==> src/rtl/pong_pkg.sv <==
// Shared constants for the pong game sequencer: state codes and winner codes.
package pong_pkg;

  localparam int STATE_W = 3;

  localparam logic [STATE_W-1:0] MENU      = 3'd0;
  localparam logic [STATE_W-1:0] SET       = 3'd1;
  localparam logic [STATE_W-1:0] START     = 3'd2;
  localparam logic [STATE_W-1:0] PLAY      = 3'd3;
  localparam logic [STATE_W-1:0] END_POINT = 3'd4;
  localparam logic [STATE_W-1:0] END_GAME  = 3'd5;

  localparam logic [1:0] WINNER_NONE = 2'd0;
  localparam logic [1:0] WINNER_P1   = 2'd1;
  localparam logic [1:0] WINNER_P2   = 2'd2;

endpackage

==> src/rtl/pong_game_ctrl_if.sv <==
// Bundle of button/hit/frame inputs and game status outputs around pong_game_ctrl.
// master = the game controller, slave = the datapath/button side.
interface pong_game_ctrl_if
  import pong_pkg::*;
#(
  parameter int SCORE_W = 5
);
  logic               frame_tick;
  logic               btn_launch;
  logic               btn_up;
  logic               btn_down;
  logic               left_hit;
  logic               right_hit;
  logic [STATE_W-1:0] state;
  logic [SCORE_W-1:0] score_p1;
  logic [SCORE_W-1:0] score_p2;
  logic [SCORE_W-1:0] max_score;
  logic               serve_side;
  logic               ball_load;
  logic               play_en;
  logic [1:0]         winner;

  modport master (
    input  frame_tick, btn_launch, btn_up, btn_down, left_hit, right_hit,
    output state, score_p1, score_p2, max_score, serve_side, ball_load, play_en, winner
  );

  modport slave (
    output frame_tick, btn_launch, btn_up, btn_down, left_hit, right_hit,
    input  state, score_p1, score_p2, max_score, serve_side, ball_load, play_en, winner
  );
endinterface

==> src/rtl/pong_btn_edge.sv <==
// Rising-edge detector for a synchronised button level: one-clk pulse per press.
module pong_btn_edge (
  input  logic clk,
  input  logic reset_n,
  input  logic btn,
  output logic rise
);
  logic btn_q;

  always_ff @(posedge clk or negedge reset_n) begin
    if (!reset_n) btn_q <= 1'b0;
    else          btn_q <= btn;
  end

  assign rise = btn & ~btn_q;
endmodule

==> src/rtl/pong_game_ctrl.sv <==
// Pong game sequencer: FSM, scores, target score, serve side and datapath gating.
// Define AUTO_SERVE_EN to leave START automatically after SERVE_FRAMES frame ticks.
//
// state     | meaning
// MENU      | idle, waiting for launch
// SET       | up/down adjust max_score, launch starts the match
// START     | ball and paddles re-centred (ball_load), waiting to serve
// PLAY      | ball animated (play_en), waiting for a wall hit
// END_POINT | pause after a point, END_POINT_FRAMES frame ticks
// END_GAME  | winner shown, launch returns to MENU
module pong_game_ctrl
  import pong_pkg::*;
#(
  parameter int SCORE_W          = 5,
  parameter int MAX_SCORE_DEF    = 5,
  parameter int MAX_SCORE_MIN    = 1,
  parameter int MAX_SCORE_MAX    = 21,
  parameter int END_POINT_FRAMES = 60,
  parameter int SERVE_FRAMES     = 120
) (
  input  logic             clk,
  input  logic             reset_n,
  pong_game_ctrl_if.master bus
);
  // One width covers both frame timers.
  localparam int CNT_MAX = (END_POINT_FRAMES > SERVE_FRAMES) ? END_POINT_FRAMES : SERVE_FRAMES;
  localparam int CNT_W   = $clog2(CNT_MAX + 1);

  logic               launch_rise, up_rise, down_rise;
  logic [STATE_W-1:0] state_q, state_d;
  logic [SCORE_W-1:0] score_p1_q, score_p2_q, max_score_q;
  logic [SCORE_W-1:0] p1_inc, p2_inc;
  logic               serve_side_q;
  logic [1:0]         winner_q;
  logic               ball_load_q, ball_load_d;
  logic               play_en_q, play_en_d;
  logic [CNT_W-1:0]   end_cnt;
  logic               p1_point, p2_point, end_done;

  pong_btn_edge u_launch (.clk(clk), .reset_n(reset_n), .btn(bus.btn_launch), .rise(launch_rise));
  pong_btn_edge u_up     (.clk(clk), .reset_n(reset_n), .btn(bus.btn_up),     .rise(up_rise));
  pong_btn_edge u_down   (.clk(clk), .reset_n(reset_n), .btn(bus.btn_down),   .rise(down_rise));

  assign p1_point = (state_q == PLAY) && bus.right_hit && !bus.left_hit;
  assign p2_point = (state_q == PLAY) && bus.left_hit && !bus.right_hit;
  assign p1_inc   = score_p1_q + 1'b1;
  assign p2_inc   = score_p2_q + 1'b1;
  assign end_done = bus.frame_tick && (end_cnt == '0);

`ifdef AUTO_SERVE_EN
  logic [CNT_W-1:0] serve_cnt;
  logic             serve_done;

  assign serve_done = bus.frame_tick && (serve_cnt == '0);

  // Loaded on entry to START so the terminal count lands on the SERVE_FRAMES-th tick.
  always_ff @(posedge clk or negedge reset_n) begin
    if (!reset_n)                                serve_cnt <= '0;
    else if (state_d == START && state_q != START) serve_cnt <= CNT_W'(SERVE_FRAMES - 1);
    else if (state_q == START) begin
      if (state_d != START)     serve_cnt <= '0;
      else if (bus.frame_tick)  serve_cnt <= serve_cnt - 1'b1;
    end
  end
`endif

  always_ff @(posedge clk or negedge reset_n) begin
    if (!reset_n) state_q <= MENU;
    else          state_q <= state_d;
  end

  always_comb begin
    state_d = state_q;
    case (state_q)
      MENU:      if (launch_rise) state_d = SET;
      SET:       if (launch_rise) state_d = START;
`ifdef AUTO_SERVE_EN
      START:     if (launch_rise || serve_done) state_d = PLAY;
`else
      START:     if (launch_rise) state_d = PLAY;
`endif
      PLAY:      if (bus.left_hit || bus.right_hit) state_d = END_POINT;
      END_POINT: if (end_done) state_d = (winner_q != WINNER_NONE) ? END_GAME : START;
      END_GAME:  if (launch_rise) state_d = MENU;
      default:   state_d = MENU;
    endcase
  end

  always_comb begin
    ball_load_d = (state_d == START);
    play_en_d   = (state_d == PLAY);
  end

  always_ff @(posedge clk or negedge reset_n) begin
    if (!reset_n) begin
      ball_load_q <= 1'b0;
      play_en_q   <= 1'b0;
    end else begin
      ball_load_q <= ball_load_d;
      play_en_q   <= play_en_d;
    end
  end

  always_ff @(posedge clk or negedge reset_n) begin
    if (!reset_n)                                  end_cnt <= '0;
    else if (state_q == PLAY && state_d == END_POINT) end_cnt <= CNT_W'(END_POINT_FRAMES - 1);
    else if (state_q == END_POINT) begin
      if (state_d != END_POINT) end_cnt <= '0;
      else if (bus.frame_tick)  end_cnt <= end_cnt - 1'b1;
    end
  end

  always_ff @(posedge clk or negedge reset_n) begin
    if (!reset_n) begin
      max_score_q  <= SCORE_W'(MAX_SCORE_DEF);
      score_p1_q   <= '0;
      score_p2_q   <= '0;
      serve_side_q <= 1'b0;
      winner_q     <= WINNER_NONE;
    end else begin
      if (state_q == SET) begin
        if (up_rise && !down_rise && max_score_q < SCORE_W'(MAX_SCORE_MAX))
          max_score_q <= max_score_q + 1'b1;
        else if (down_rise && !up_rise && max_score_q > SCORE_W'(MAX_SCORE_MIN))
          max_score_q <= max_score_q - 1'b1;
        if (launch_rise) begin
          score_p1_q <= '0;
          score_p2_q <= '0;
          winner_q   <= WINNER_NONE;
        end
      end
      // Increment is guarded so a score can never pass max_score.
      if (p1_point) begin
        serve_side_q <= 1'b1;
        if (score_p1_q < max_score_q) score_p1_q <= p1_inc;
        if (p1_inc == max_score_q)    winner_q   <= WINNER_P1;
      end
      if (p2_point) begin
        serve_side_q <= 1'b0;
        if (score_p2_q < max_score_q) score_p2_q <= p2_inc;
        if (p2_inc == max_score_q)    winner_q   <= WINNER_P2;
      end
    end
  end

  assign bus.state      = state_q;
  assign bus.score_p1   = score_p1_q;
  assign bus.score_p2   = score_p2_q;
  assign bus.max_score  = max_score_q;
  assign bus.serve_side = serve_side_q;
  assign bus.ball_load  = ball_load_q;
  assign bus.play_en    = play_en_q;
  assign bus.winner     = winner_q;
endmodule

==> src/flat_wrapper.sv <==
// flat-port wrapper written by rule: the top's interface ports become plain ports
module pong_game_ctrl_flat import pong_pkg::*;
#(
  parameter int SCORE_W          = 5,
  parameter int MAX_SCORE_DEF    = 5,
  parameter int MAX_SCORE_MIN    = 1,
  parameter int MAX_SCORE_MAX    = 21,
  parameter int END_POINT_FRAMES = 60,
  parameter int SERVE_FRAMES     = 120
)
  (clk, reset_n, bus_frame_tick, bus_btn_launch, bus_btn_up, bus_btn_down, bus_left_hit, bus_right_hit, bus_state, bus_score_p1, bus_score_p2, bus_max_score, bus_serve_side, bus_ball_load, bus_play_en, bus_winner);
  pong_game_ctrl_if #(.SCORE_W(SCORE_W)) bus_i ();
  input  logic clk;
  input  logic reset_n;
  input wire logic [$bits(bus_i.frame_tick)-1:0] bus_frame_tick;
  input wire logic [$bits(bus_i.btn_launch)-1:0] bus_btn_launch;
  input wire logic [$bits(bus_i.btn_up)-1:0] bus_btn_up;
  input wire logic [$bits(bus_i.btn_down)-1:0] bus_btn_down;
  input wire logic [$bits(bus_i.left_hit)-1:0] bus_left_hit;
  input wire logic [$bits(bus_i.right_hit)-1:0] bus_right_hit;
  output wire logic [$bits(bus_i.state)-1:0] bus_state;
  output wire logic [$bits(bus_i.score_p1)-1:0] bus_score_p1;
  output wire logic [$bits(bus_i.score_p2)-1:0] bus_score_p2;
  output wire logic [$bits(bus_i.max_score)-1:0] bus_max_score;
  output wire logic [$bits(bus_i.serve_side)-1:0] bus_serve_side;
  output wire logic [$bits(bus_i.ball_load)-1:0] bus_ball_load;
  output wire logic [$bits(bus_i.play_en)-1:0] bus_play_en;
  output wire logic [$bits(bus_i.winner)-1:0] bus_winner;
  assign bus_i.frame_tick = bus_frame_tick;
  assign bus_i.btn_launch = bus_btn_launch;
  assign bus_i.btn_up = bus_btn_up;
  assign bus_i.btn_down = bus_btn_down;
  assign bus_i.left_hit = bus_left_hit;
  assign bus_i.right_hit = bus_right_hit;
  assign bus_state = bus_i.state;
  assign bus_score_p1 = bus_i.score_p1;
  assign bus_score_p2 = bus_i.score_p2;
  assign bus_max_score = bus_i.max_score;
  assign bus_serve_side = bus_i.serve_side;
  assign bus_ball_load = bus_i.ball_load;
  assign bus_play_en = bus_i.play_en;
  assign bus_winner = bus_i.winner;
  pong_game_ctrl #(.SCORE_W(SCORE_W), .MAX_SCORE_DEF(MAX_SCORE_DEF), .MAX_SCORE_MIN(MAX_SCORE_MIN), .MAX_SCORE_MAX(MAX_SCORE_MAX), .END_POINT_FRAMES(END_POINT_FRAMES), .SERVE_FRAMES(SERVE_FRAMES)) u_core (.clk(clk), .reset_n(reset_n), .bus(bus_i));
endmodule
==> config.mk <==
export PLATFORM = sky130hd
export DESIGN_NAME = pong_game_ctrl_flat
export DESIGN_NICKNAME = d
export VERILOG_FILES = /design/src/rtl/pong_pkg.sv /design/src/rtl/pong_game_ctrl_if.sv /design/src/rtl/pong_btn_edge.sv /design/src/rtl/pong_game_ctrl.sv /design/src/flat_wrapper.sv
export SDC_FILE = /design/constraint.sdc
export NUM_CORES = 1
export LEC_CHECK = 0
export ABC_AREA = 1
export BUFFER_PORTS_ARGS = -buffer_cell sky130_fd_sc_hd__buf_2
export CAP_MARGIN = 10
export CELL_PAD_IN_SITES_DETAIL_PLACEMENT = 0
export CELL_PAD_IN_SITES_GLOBAL_PLACEMENT = 1
export CORE_MARGIN = 4
export CORE_UTILIZATION = 30
export DETAILED_ROUTE_END_ITERATION = 7
export GPL_TIMING_DRIVEN = 0
export HOLD_SLACK_MARGIN = 0.1
export PLACE_DENSITY = 0.59
export SETUP_SLACK_MARGIN = 0.05
export SLEW_MARGIN = 30
export SYNTH_ARGS = -nofsm -noshare
export SYNTH_HDL_FRONTEND = slang
export SYNTH_HIERARCHICAL = 1
export SYNTH_SLANG_ARGS = --single-unit
==> constraint.sdc <==
create_clock -name clk -period 2.4 [get_ports clk]
set_input_delay 0.48 -clock clk [delete_from_list [all_inputs] [get_ports clk]]
set_output_delay 0.48 -clock clk [all_outputs]
set_load 0.005 [all_outputs]
* After elaboration in Yosys (flattened, before gate mapping)
Index checks and enable logic that the tools add are counted.
** Word-level totals
- Register bits after elaboration :: 33
- Output and inout bits :: 23
- Logic and storage cells :: 92
- Bits of input ports :: 8
** Operators by class
- $lt $le $gt $ge :: 4
- Eq/ne operators :: 11
- Multiplexer cells :: 30
- Reduce and logical (&&, ||, !) cells :: 24
- Bitwise logic cells :: 6
- $add $sub $neg :: 5
** Operators with widths (number)
- $mux 5 :: 10
- $mux 7 :: 4
- $mux 3 :: 7
- $pmux 3 s6 :: 1
- $add 5x1->5 const B :: 3
- $eq 3x2->1 const B :: 4
- $mux 2 :: 6
- $eq 5x5->1 :: 2
- $logic_and 1x1->1 :: 10
- $lt 5x5->1 :: 2
- $eq 3x3->1 const B :: 3
- $reduce_bool 2->1 :: 4
- $logic_not 7->1 :: 1
- $sub 7x1->7 const B :: 1
- $gt 5x1->1 const B :: 1
- $lt 5x5->1 const B :: 1
- $sub 5x1->5 const B :: 1
- $logic_not 1->1 :: 4
- $reduce_and 2->1 :: 2
- $and 1x1->1 :: 3
- $eq 3x1->1 const B :: 1
- $logic_not 3->1 :: 1
- $ne 3x3->1 const B :: 1
- $not 1->1 :: 3
- other kinds (3) :: 4

* Depth between registers and ports, before layout
Gate-level depths: netlist (run 1).
- Word-level depth :: 8
- Depth in mapped cells :: 13
- Gate-level depth less buffers :: 13

* Modules after synthesis
The synthesis (run 1) kept the hierarchy.
** Modules (own cells, without submodules)
- pong_game_ctrl :: instances 1, area an instance 2189.6 um^2, cells an instance 274, sequential area each 753.2 um^2
- pong_btn_edge :: instances 3, area an instance 35.0 um^2, cells an instance 3, sequential area each 25.0 um^2

* Worst setup path before layout (run 1)
OpenSTA, ideal clock, no wires.
- Path kind :: register to register
- Start :: reg u_core.max_score_q[2] (netlist: u_core/bus.max_score[2])
- End :: reg u_core.score_p1_q[0] (netlist: u_core/bus.score_p1[0])
- Setup slack :: 589 ps
- Path buffers :: 1
- Data arrival time :: 1730 ps
- Setup time :: 81 ps
- Stages on the path, launching flop included :: 9
- Data required time :: 2319 ps
- Period minus slack after synthesis :: 1811 ps
- Cells stage by stage :: dfstp_2 -> buf_6 -> inv_1 -> ha_1 -> nand2_1 -> or3_1 -> nand3_1 -> nand3_1 -> o21ai_1
** On the way
- Word-level cells in the longest chain between the ends :: 3
** RTL lines
- start: declaration :: line pong_game_ctrl.sv:31 : logic [SCORE_W-1:0] score_p1_q, score_p2_q, max_score_q;
- start signal: assignment :: line pong_game_ctrl.sv:115 : max_score_q <= SCORE_W'(MAX_SCORE_DEF);
- start signal: assignment :: line pong_game_ctrl.sv:123 : max_score_q <= max_score_q + 1'b1;
- start signal: assignment :: line pong_game_ctrl.sv:125 : max_score_q <= max_score_q - 1'b1;
- $lt 5x5->1 :: line pong_game_ctrl.sv:135 : if (score_p1_q < max_score_q) score_p1_q <= p1_inc;
- $mux 5 :: line pong_game_ctrl.sv:135
- $mux 5 :: line pong_game_ctrl.sv:133 : if (p1_point) begin
- end signal: assignment :: line pong_game_ctrl.sv:135
- end: declaration :: line pong_game_ctrl.sv:31
Every way passes these cells.
A chain may end at the register's enable or synchronous reset.

* Worst setup path in the final report (run 1)
- Start :: reg u_core.max_score_q[2] (netlist: u_core/bus.max_score[2])
- End :: reg u_core.score_p1_q[1] (netlist: u_core/bus.score_p1[1])
The elaborated chain is that of the path after synthesis.

==> results of run 1 <==
==> power by group <==
| group | internal [mW] | switching [mW] |
|---|---|---|
| sequential | 0.737 | 0.252 |
| clock | 0.413 | 0.235 |
| combinational | 0.694 | 0.964 |
==> layout make-up <==
type	count	area (um2)
Inverter	31	116.4
Timing Repair Buffer	30	150.1
Multi-Input combinational cell	216	1314
Tap cell	99	123.9
Buffer	3	36.28
Sequential cell	33	828.3
Fill cell	797	4628
Clock inverter	3	65.06
Clock buffer	5	68.82
==> final timing paths <==
check | from | end
worst max-delay path | u_core/bus.max_score[2] | u_core/bus.score_p1[1]
worst min-delay path | reset_n | u_core/bus.score_p2[0]
worst max register to register | u_core/bus.max_score[2] | u_core/bus.score_p1[1]
worst min register to register | u_core/bus.serve_side | u_core/bus.serve_side
max in group asynchronous | reset_n | u_core/end_cnt[6]
min in group clk | bus_btn_launch | u_core/u_launch/btn_q
==> routing by layer <==
layer,global-route usage,part of all wire
met1,0.1786,0.51
met2,0.2064,0.44
met3,0.03236,0.034
met4,0.03910,0.013
met5,0,0
==> cell usage in the layout (no fill, tap or decap), types with 3 or more instances in the layout <==
cell type / count
clkbuf_8: 5
xor2_1: 15
nand4_1: 3
ha_1: 17
nand2_2: 11
o21ai_1: 13
o21ai_0: 5
nor2_1: 20
a21oi_1: 9
buf_2: 31
inv_2: 10
xnor2_1: 7
dfrtp_1: 31
nand3_1: 34
nor2_2: 6
nand2_1: 58
inv_1: 20
o21ai_2: 3
==> registers in the layout (all words and copies together), names as in the netlist, 2 cells and up <==
register / cells
u_core/bus.score_p1: 5
u_core/bus.score_p2: 5
u_core/bus.max_score: 5
u_core/bus.state: 3
u_core/end_cnt: 7
u_core/bus.winner: 2
==> metrics by stage <==
stage          power [mW]  instances  cell area (um2)
6_report            3.296        420             2703
5_1_grt             3.615        420             2703
4_1_cts             3.351        420             2703
3_5_place_dp        2.680        412             2569
3_3_place_gp        2.665        412             2569
2_1_floorplan       2.222        283             2295
==> kinds of logic (layout without fill, tap and decap cells) <==
group,after synthesis,after routing
and+or+nand+nor,141,141
adders and majority gates,17,17
xor gates and xnor gates,22,22
buffers and inverters,34,72
DFF,33,33
AOI/OAI and AO/OA,36,36
==> results.md, run 1 <==
- Status: completed
- TritonRoute pass-1 iters: 4
- Crit path cell chain: buf_6 > inv_1 > ha_1 > nand2_1 > or3_1 > nand3_1 > nand3_1 > o21ai_1
- Final Setup Violations: 0
- Max VDD drop: 0.4832 mV
- Synth Area in Simple Gates: 0.2999
- Post-Synth XOR/XNOR Area: 0.08397
- CP arrival: 2.24 ns
- Total Routing Usage GR: 0.1315
- Reg2Reg Depth: 8
- Mux cell area share after synthesis: 0
- Slew Limit Fails: 0
- Grt total ovfl: 0
- Final TNS setup: 0 ns
- CP Launch Type: register
- Number of H-tree levels: 2
- Final Cycle Share: 0.8446
- CTS sink count: 33
- Post-synth EDFFs: 0
- Pin count of the biggest net entering global routing: 34
- Area share of the largest cell type after synthesis: 0.3381
- DR WL/cell: 13.25 um
- Unique masters post-synth: 30
- Post-route ant nets: 0
- IO Count: 31
- DR iter-0 viols: 50
- Initial Util: 0.3130
- Post-route core utilization: 0.3687
- Post-Synthesis Mean Instance Area: 8.108 um2
- Syn Nets: 308
- RSZ-0062 raised after global routing: false
- Hold Buf Count CTS: 0
- Vias in the first global route: 1862
- Largest family of logic cells by synthesized area: simple AND/OR/NAND/NOR gates
- Worst slew pin tran: 0.7917 ns
- Die ar.: 9113 um2
- WP data required: 2.61 ns
- Yosys synthesis warning count: 6
- Post-CTS Resized: 0
- Crit end category: register
- Dominant cells by area after synthesis: dfrtp_1, nand2_1, ha_1
- Cells after Synth: 283
- Synth top cells by count: nand2_1, nand3_1, dfrtp_1, inv_1, nor2_1
- Root Buffer: clkbuf_8
- FF+latch count, synth: 33
- Final net count: 345
- Clk_skew: 0.004276 ns
- First-pass GRT wire length: 9.108 mm
- Max-slew headroom: 0.4722
- WP buf/inv: 2
- Routed via count: 1916
- Setup Fix Bufs, Post-CTS: 0
- Overall routed net length: 5.564 mm
- Synth area leader: dfrtp_1
- P per Cell Area: 1220 nW/um2
- Chip width: 95.46 um
- Hpwl dp: 4.188 mm
- Die Ht: 95.46 um
- Core area: 7331 um2
- Hold slack final: 0.2572 ns
- Crit. path cell count: 8
- Total of max-cap violations: 0
- Delay-heaviest family, CP: simple AND/OR/NAND/NOR gates
- CTS tree: yes
- Crit path max fanout: 10
- Clock-pin transition on the worst setup and hold timing paths: 0.08 ns
- Syn Std Cell Area: 2295 um2
- Adder-cell share of the synthesized area: 0.09269
- IO Port Bufs: 30
- Clk_lat worst skew: 0.29 ns
- Leakage: 1.351 nW
- Setup WS post-layout: 0.3730 ns
- Reg2Reg Setup Slack: 0.37 ns
- Top-count cell post-synth: nand2_1
- Share of cells above drive strength 1: 0.2555
- Asr flop ratio synth: 1.000
- Clock tree buffer depth: 2
- GP Congestion: 0.7476
- Rows: 31
- Initial antenna violation count: 0
- Crit path top cell by count: nand3_1
- Min-Delay Path Class: primary input to async pin
- Sequential area share after synthesis: 0.3610
- Fmax: 493.3 MHz
- Most common flop cell mapped by yosys: dfrtp_1
- Compound-Gate Fraction of Synth Area: 0.09597
- Total CTS buffers: 5
- Crit path max-delay cell type: dfstp_2
- Area added between synthesis and finish: 17.78%
- Final Critical Period: 2.027 ns
- CP peak stage delay: 0.54 ns
- Critical path class: register to register
- Dpl ws: 0.3787 ns
- Ant diodes: 0
- DR vias/cell: 4.562
- Post-route DRC: 0
- Hold Fails Final Rpt: 0
Power figures use the tool's default switching activity.
==> run 2: changes to the inputs <==
- ABC_AREA: 1 -> 0
- PLACE_DENSITY: 0.59 -> 0.6
- clock period: 2.4 -> 1.77 ns (I/O delays scaled with it)
==> results.md, run 2 <==
- Status: complete, but fails checks (was completed)
- Failing checks: setup timing
- Number of H-tree levels: 2 (unchanged)
- Reg-to-Reg Start: u_core/bus.max_score[1] (was u_core/bus.max_score[2])
- Core area: 6944 um2 (was 7331 um2)
- Unique masters post-synth: 57 (was 30)
- Die ar.: 8729 um2 (was 9113 um2)
- Share of cells above drive strength 1: 0.5000 (was 0.2555)
- Pin count of the biggest net entering global routing: 34 (unchanged)
- Grt total ovfl: 0 (unchanged)
- Compound-Gate Fraction of Synth Area: 0.1497 (was 0.09597)
- Most frequent cells in the layout: buf_4, buf_2, nand2_1, dfrtp_1, ha_1 (was nand2_1, nand3_1, buf_2, dfrtp_1)
- Post-synth EDFFs: 0 (unchanged)
- Clk_lat worst skew: 0.30 ns (was 0.29 ns)
- Worst slew pin tran: 0.7667 ns (was 0.7917 ns)
- Dominant cells by area after synthesis: dfrtp_1, ha_1, nand2_1 (was dfrtp_1, nand2_1, ha_1)
- Total CTS buffers: 5 (unchanged)
- Comb power frac: 0.570 (was 0.503)
- Initial Util: 0.3153 (was 0.3130)
- Final Cycle Share: 1.072 (was 0.8446)
- Hpwl dp: 3.870 mm (was 4.188 mm)
- Yosys synthesis warning count: 6 (unchanged)
- Reg2Reg Setup Slack: -0.13 ns (was 0.37 ns)
- WP buf/inv: 3 (was 2)
- CP peak stage delay: 0.40 ns (was 0.54 ns)
- Chip width: 93.43 um (was 95.46 um)
- Post-route core utilization: 0.4667 (was 0.3687)
- Syn Std Cell Area: 2190 um2 (was 2295 um2)
- WP data required: 1.96 ns (was 2.61 ns)
- Delay-heaviest family, CP: simple AND/OR/NAND/NOR gates (unchanged)
- Cells after Synth: 225 (was 283)
- Sequential area share after synthesis: 0.3783 (was 0.3610)
- Area added between synthesis and finish: 48.00% (was 17.78%)
- RR Endpoint: u_core/bus.score_p1[3] (was u_core/bus.score_p1[1])
- Ant diodes: 0 (unchanged)
- Clock tree buffer depth: 2 (unchanged)
- IO Count: 31 (unchanged)
- CP Launch Type: register (unchanged)
- Fillers: 676 (was 797)
- Critical path class: register to register (unchanged)
- CTS sink count: 33 (unchanged)
- NetSw: 1.717 mW (was 1.451 mW)
- GP Congestion: 0.7743 (was 0.7476)
- IO Port Bufs: 30 (unchanged)
- Slew Limit Fails: 0 (unchanged)
- Setup WS post-layout: -0.1266 ns (was 0.3730 ns)
- Area share of the largest cell type after synthesis: 0.3543 (was 0.3381)
- Crit path cell chain: buf_8 > inv_8 > ha_4 > nor2b_4 > o21ai_2 > a21oi_2 > or3_4 > buf_8 > a31o_4 (was buf_6 > inv_1 > ha_1 > nand2_1 > or3_1 > nand3_1 > nand3_1 > o21ai_1)
- Fmax: 527.2 MHz (was 493.3 MHz)
- Max reg flops: 7 (unchanged)
- Synth area leader: dfrtp_1 (unchanged)
- Die Ht: 93.43 um (was 95.46 um)
- Clock share of power: 0.137 (was 0.197)
- Top reg by flops: u_core/end_cnt (unchanged)
- RSZ-0062 raised after global routing: true (was false)
- DR WL/cell: 15.18 um (was 13.25 um)
- Post-Synthesis Mean Instance Area: 9.732 um2 (was 8.108 um2)
- Initial antenna violation count: 0 (unchanged)
- First-pass GRT wire length: 9.611 mm (was 9.108 mm)
- Asr flop ratio synth: 1.000 (unchanged)
- Clk_skew: 0.007238 ns (was 0.004276 ns)
- Most common flop cell mapped by yosys: dfrtp_1 (unchanged)
- Root Buffer: clkbuf_8 (unchanged)
- CTS tree: yes (unchanged)
- Crit path top cell by count: buf_8 (was nand3_1)
- Final TNS setup: -0.8200 ns (was 0 ns)
- CP arrival: 2.09 ns (was 2.24 ns)
- Rows: 30 (was 31)
- Syn Nets: 250 (was 308)
- Most common cell after layout, fill and taps aside: buf_4 (was nand2_1)
- Max-slew headroom: 0.4889 (was 0.4722)
- Routed via count: 1945 (was 1916)
- Crit path max-delay cell type: dfrtp_1 (was dfstp_2)
- Final net count: 328 (was 345)
- Clock-pin transition on the worst setup and hold timing paths: 0.08 ns (about the same)
- Overall routed net length: 6.071 mm (was 5.564 mm)
- TritonRoute pass-1 iters: 4 (unchanged)
- Synth top cells by count: dfrtp_1, nand2_1, ha_1, inv_1, o21ai_0 (was nand2_1, nand3_1, dfrtp_1, inv_1, nor2_1)
- Post-route design area: 3241 um2 (was 2703 um2)
- DR vias/cell: 4.863 (was 4.562)
- Placed insts: 351 (was 412)
- Non-filler cells in the finished layout: 400 (was 420)
- P_int: 2.557 mW (was 1.844 mW)
- Sequential share of power: 0.293 (was 0.300)
- Crit path max fanout: 5 (was 10)
- FF+latch count, synth: 33 (unchanged)
- Mux cell area share after synthesis: 0.03657 (was 0)
- Final Setup Violations: 18 (was 0)
- Crit end category: register (unchanged)
- Post-route DRC: 0 (unchanged)
- Final Critical Period: 1.897 ns (was 2.027 ns)
- DR iter-0 viols: 57 (was 50)
- Top-count cell post-synth: dfrtp_1 (was nand2_1)
- Adder-cell share of the synthesized area: 0.09714 (was 0.09269)
- Leakage: 1.414 nW (was 1.351 nW)
- Hold slack final: 0.1285 ns (was 0.2572 ns)
- Synth Area in Simple Gates: 0.2263 (was 0.2999)
- Min-Delay Path Class: primary input to async pin (unchanged)
- Max VDD drop: 0.4074 mV (was 0.4832 mV)
- Vias in the first global route: 1910 (was 1862)
- Sw Share: 0.4017 (was 0.4404)
- Hold Fails Final Rpt: 0 (unchanged)
- Total of max-cap violations: 0 (unchanged)
- Largest family of logic cells by synthesized area: simple AND/OR/NAND/NOR gates (unchanged)
- Reg2Reg Depth: 9 (was 8)
- Total Routing Usage GR: 0.1410 (was 0.1315)
- Post-route ant nets: 0 (unchanged)
- Placed Instance Area: 2532 um2 (was 2569 um2)
- Post-Synth XOR/XNOR Area: 0.08229 (was 0.08397)
- P per Cell Area: 1319 nW/um2 (was 1220 nW/um2)
## run 2: worst max-delay path by stage
stage | from | to | slack, ns | cells after the start
5_1_grt | u_core/bus.max_score[1] | u_core/bus.score_p1[3] | -0.18 | 9
2_1_floorplan | u_core/bus.max_score[1] | u_core/bus.score_p1[2] | -0.16 | 9
4_1_cts | u_core/bus.max_score[1] | u_core/bus.score_p1[3] | -0.16 | 9
6_report | u_core/bus.max_score[1] | u_core/bus.score_p1[3] | -0.13 | 9
3_3_place_gp | u_core/bus.state[0] | u_core/bus.score_p1[0] | -0.40 | 6
3_5_place_dp | u_core/bus.state[0] | u_core/bus.score_p1[0] | -0.42 | 6
## run 2: area by class of cell
class	instances	area (um2)	area share
Multi-Input combinational cell	175	1594	0.4919
Sequential cell	33	834.6	0.2575
Timing Repair Buffer	71	484.2	0.1494
Tap cell	96	120.1	0.03707
Clock buffer	5	68.82	0.02124
Buffer	6	67.56	0.02085
Inverter	11	53.80	0.01660
Clock inverter	3	17.52	0.005405
## run 2: stage by stage
stage | power [mW] | worst slack (ns)
6_report | 4.275 | -0.1266
5_1_grt | 4.624 | -0.1773
4_1_cts | 3.850 | -0.1558
3_5_place_dp | 2.833 | -0.4243
3_3_place_gp | 2.825 | -0.4043
2_1_floorplan | 2.350 | -0.1569
## run 2: timing repair
action	4_1_cts	5_1_grt
pin swaps	18	20
setup endpoints to repair	23	28
setup buffers	21	21
hold endpoints to repair	0	0
hold buffers	0	0
gates resized for setup	33	45
## run 2: layer usage
layer  vias up  part of all wire  GRT usage  wire (um)
met5         -                 0          0          0
met4         0             0.020    0.05495        121
met3        12             0.046    0.03701        277
met2        35              0.46     0.2031       2773
met1       929              0.48     0.1992       2899
li1        969                 -          -          -
## run 2: power groups by stage
stage,sequential (mW),clock [mW],combinational (mW)
final,1.25,0.587,2.44
after global routing,1.29,0.655,2.68
after CTS,1.27,0.618,1.97
after detailed placement,1.29,0,1.55
after global placement,1.29,0,1.54
after floorplan,1.24,0,1.11
## run 2: worst reg2reg max path: stages, from the launching register on
cell	delay (ns)
dfrtp_1	0.40
buf_8	0.14
inv_8	0.05
ha_4	0.18
nor2b_4	0.12
o21ai_2	0.15
a21oi_2	0.08
or3_4	0.33
buf_8	0.14
a31o_4	0.22
## run 2: logic make-up after synthesis
family | after synthesis
AOI/OAI and AO/OA | 45
xor gates and xnor gates | 19
adders and majority gates | 17
buffers and inverters | 17
DFF | 33
muxes | 8
and+or+nand+nor | 86
==> run 3: changes to the inputs <==
- CELL_PAD_IN_SITES_DETAIL_PLACEMENT: 0 -> 2
- CELL_PAD_IN_SITES_GLOBAL_PLACEMENT: 1 -> 2
- HOLD_SLACK_MARGIN: 0.1 -> 0.05
- PLACE_DENSITY: 0.6 -> 0.71
==> results.md, run 3 (synthesis results as in run 2) <==
- Status: complete, but fails checks (unchanged)
- Failing checks: setup timing (unchanged)
- Ant diodes: 0 (unchanged)
- Total CTS buffers: 5 (unchanged)
- DR WL/cell: 23.06 um (was 15.18 um)
- Most frequent cells in the layout: buf_4, buf_2, nand2_1, dfrtp_1, ha_1 (unchanged)
- DR vias/cell: 5.296 (was 4.863)
- CTS tree: yes (unchanged)
- Final Cycle Share: 1.111 (was 1.072)
- Placed Instance Area: 2532 um2 (unchanged)
- Slew Limit Fails: 0 (unchanged)
- Setup WS post-layout: -0.1957 ns (was -0.1266 ns)
- Grt total ovfl: 0 (unchanged)
- WP data required: 1.99 ns (was 1.96 ns)
- Clk_skew: 0.01119 ns (was 0.007238 ns)
- IO Port Bufs: 30 (unchanged)
- Clock-pin transition on the worst setup and hold timing paths: 0.09 ns (was 0.08 ns)
- Hold slack final: 0.1215 ns (was 0.1285 ns)
- Clk_lat worst skew: 0.31 ns (was 0.30 ns)
- Max-slew headroom: 0.4746 (was 0.4889)
- Final Critical Period: 1.966 ns (was 1.897 ns)
- Fillers: 724 (was 676)
- Max VDD drop: 0.4790 mV (was 0.4074 mV)
- Storage element area: 835.8 um2 (was 834.6 um2)
- Hold Buf Count CTS: 0 (unchanged)
- Post-route design area: 3351 um2 (was 3241 um2)
- TritonRoute pass-1 iters: 4 (unchanged)
- Final net count: 326 (was 328)
- Share of cells above drive strength 1: 0.5265 (was 0.5000)
- Clock tree buffer depth: 2 (unchanged)
- First-pass GRT wire length: 12.03 mm (was 9.611 mm)
- Number of H-tree levels: 2 (unchanged)
- IO Count: 31 (unchanged)
- Die Ht: 93.43 um (unchanged)
- Overall routed net length: 9.179 mm (was 6.071 mm)
- Rows: 30 (unchanged)
- Most common cell after layout, fill and taps aside: buf_4 (unchanged)
- Chip width: 93.43 um (unchanged)
- Min-Delay Path Class: primary input to async pin (unchanged)
- Hpwl dp: 4.623 mm (was 3.870 mm)
- Area of the multi-input gates: 1675 um2 (was 1594 um2)
- Critical path class: register to register (unchanged)
- Routed via count: 2108 (was 1945)
- Total of max-cap violations: 0 (unchanged)
- Die ar.: 8729 um2 (unchanged)
- Initial antenna violation count: 0 (unchanged)
- RSZ-0062 raised after global routing: true (unchanged)
- Max reg flops: 7 (unchanged)
- Fmax: 508.7 MHz (was 527.2 MHz)
- P per Cell Area: 1506 nW/um2 (was 1319 nW/um2)
- Crit end category: register (unchanged)
- Pin count of the biggest net entering global routing: 34 (unchanged)
- Core area: 6944 um2 (unchanged)
- Top reg by flops: u_core/end_cnt (unchanged)
- GP Congestion: 0.7557 (was 0.7743)
- Worst slew pin tran: 0.7880 ns (was 0.7667 ns)
- Post-route ant nets: 0 (unchanged)
- Dpl ws: -0.4689 ns (was -0.4243 ns)
- CP arrival: 2.19 ns (was 2.09 ns)
- Area added between synthesis and finish: 53.03% (was 48.00%)
- CTS sink count: 33 (unchanged)
- Leakage: 1.456 nW (was 1.414 nW)
- Vias in the first global route: 2194 (was 1910)
- Final Power: 5.048 mW (was 4.275 mW)
- Final Setup Violations: 22 (was 18)
- Root Buffer: clkbuf_8 (unchanged)
- Post-route DRC: 0 (unchanged)
- Hold Fails Final Rpt: 0 (unchanged)
- Initial Util: 0.3153 (unchanged)
- DR iter-0 viols: 71 (was 57)
- Total Routing Usage GR: 0.1806 (was 0.1410)
- Crit path max fanout: 4 (was 5)
- CP Launch Type: register (unchanged)
-- run 3: where the power goes --
group,internal (mW),switching (mW),total [mW]
logic,1.40,1.45,2.84
clock network,0.560,0.343,0.903
registers,0.987,0.314,1.30
-- run 3: worst max-delay path, stage by stage (launching register included) --
cell     delay [ns]
dfrtp_1        0.40
buf_8          0.14
inv_8          0.06
buf_6          0.10
ha_4           0.19
nor2b_4        0.13
o21ai_2        0.17
a21oi_4        0.10
nor3_4         0.35
mux2i_1        0.23
-- run 3: path summary, 6_finish.rpt --
| check | start | to | slack (ns) | cells past startpoint |
|---|---|---|---|---|
| worst max-delay path | u_core/bus.max_score[1] | u_core/bus.score_p2[1] | -0.20 | 9 |
| worst min-delay path | reset_n | u_core/bus.score_p2[3] | 0.12 | 1 |
| worst max register to register | u_core/bus.max_score[1] | u_core/bus.score_p2[1] | -0.20 | 9 |
| worst min register to register | u_core/bus.serve_side | u_core/bus.serve_side | 0.48 | 2 |
| max in group asynchronous | reset_n | u_core/bus.max_score[3] | 1.09 | 1 |
| min in group clk | bus_btn_down | u_core/u_down/btn_q | 0.16 | 1 |
-- run 3: repair_timing --
item,4_1_cts,5_1_grt
buffers inserted,22,17
cloned,0,0
endpoints found under the setup margin,23,26
pin swaps,22,17
resized for setup,43,50
-- run 3: area by class of cell --
class | instances | share of cell area
clock buffer | 5 | 0.02054
multi-input combinational | 175 | 0.5000
tap | 96 | 0.03585
inverter | 11 | 0.01606
clock inverter | 3 | 0.01942
timing repair buffer | 69 | 0.1378
sequential | 33 | 0.2494
buffer | 6 | 0.02091
-- run 3: per-stage QoR --
step | cells | utilization | setup TNS [ns]
after floorplan | 225 | - | -0.3951
after global placement | 351 | 0.3647 | -5.346
after detailed placement | 351 | 0.3647 | -5.972
after CTS | 381 | 0.4337 | -1.055
after global routing | 398 | 0.4825 | -3.796
final | 398 | 0.4825 | -2.258
-- run 3: metal layers --
| metal | global-route usage | routed length [um] | vias to the layer above |
|---|---|---|---|
| met5 | 0 | 0 | - |
| met4 | 0.06227 | 307 | 0 |
| met3 | 0.02977 | 297 | 21 |
| met2 | 0.3109 | 4744 | 51 |
| met1 | 0.2271 | 3829 | 1074 |
| li1 | - | - | 962 |
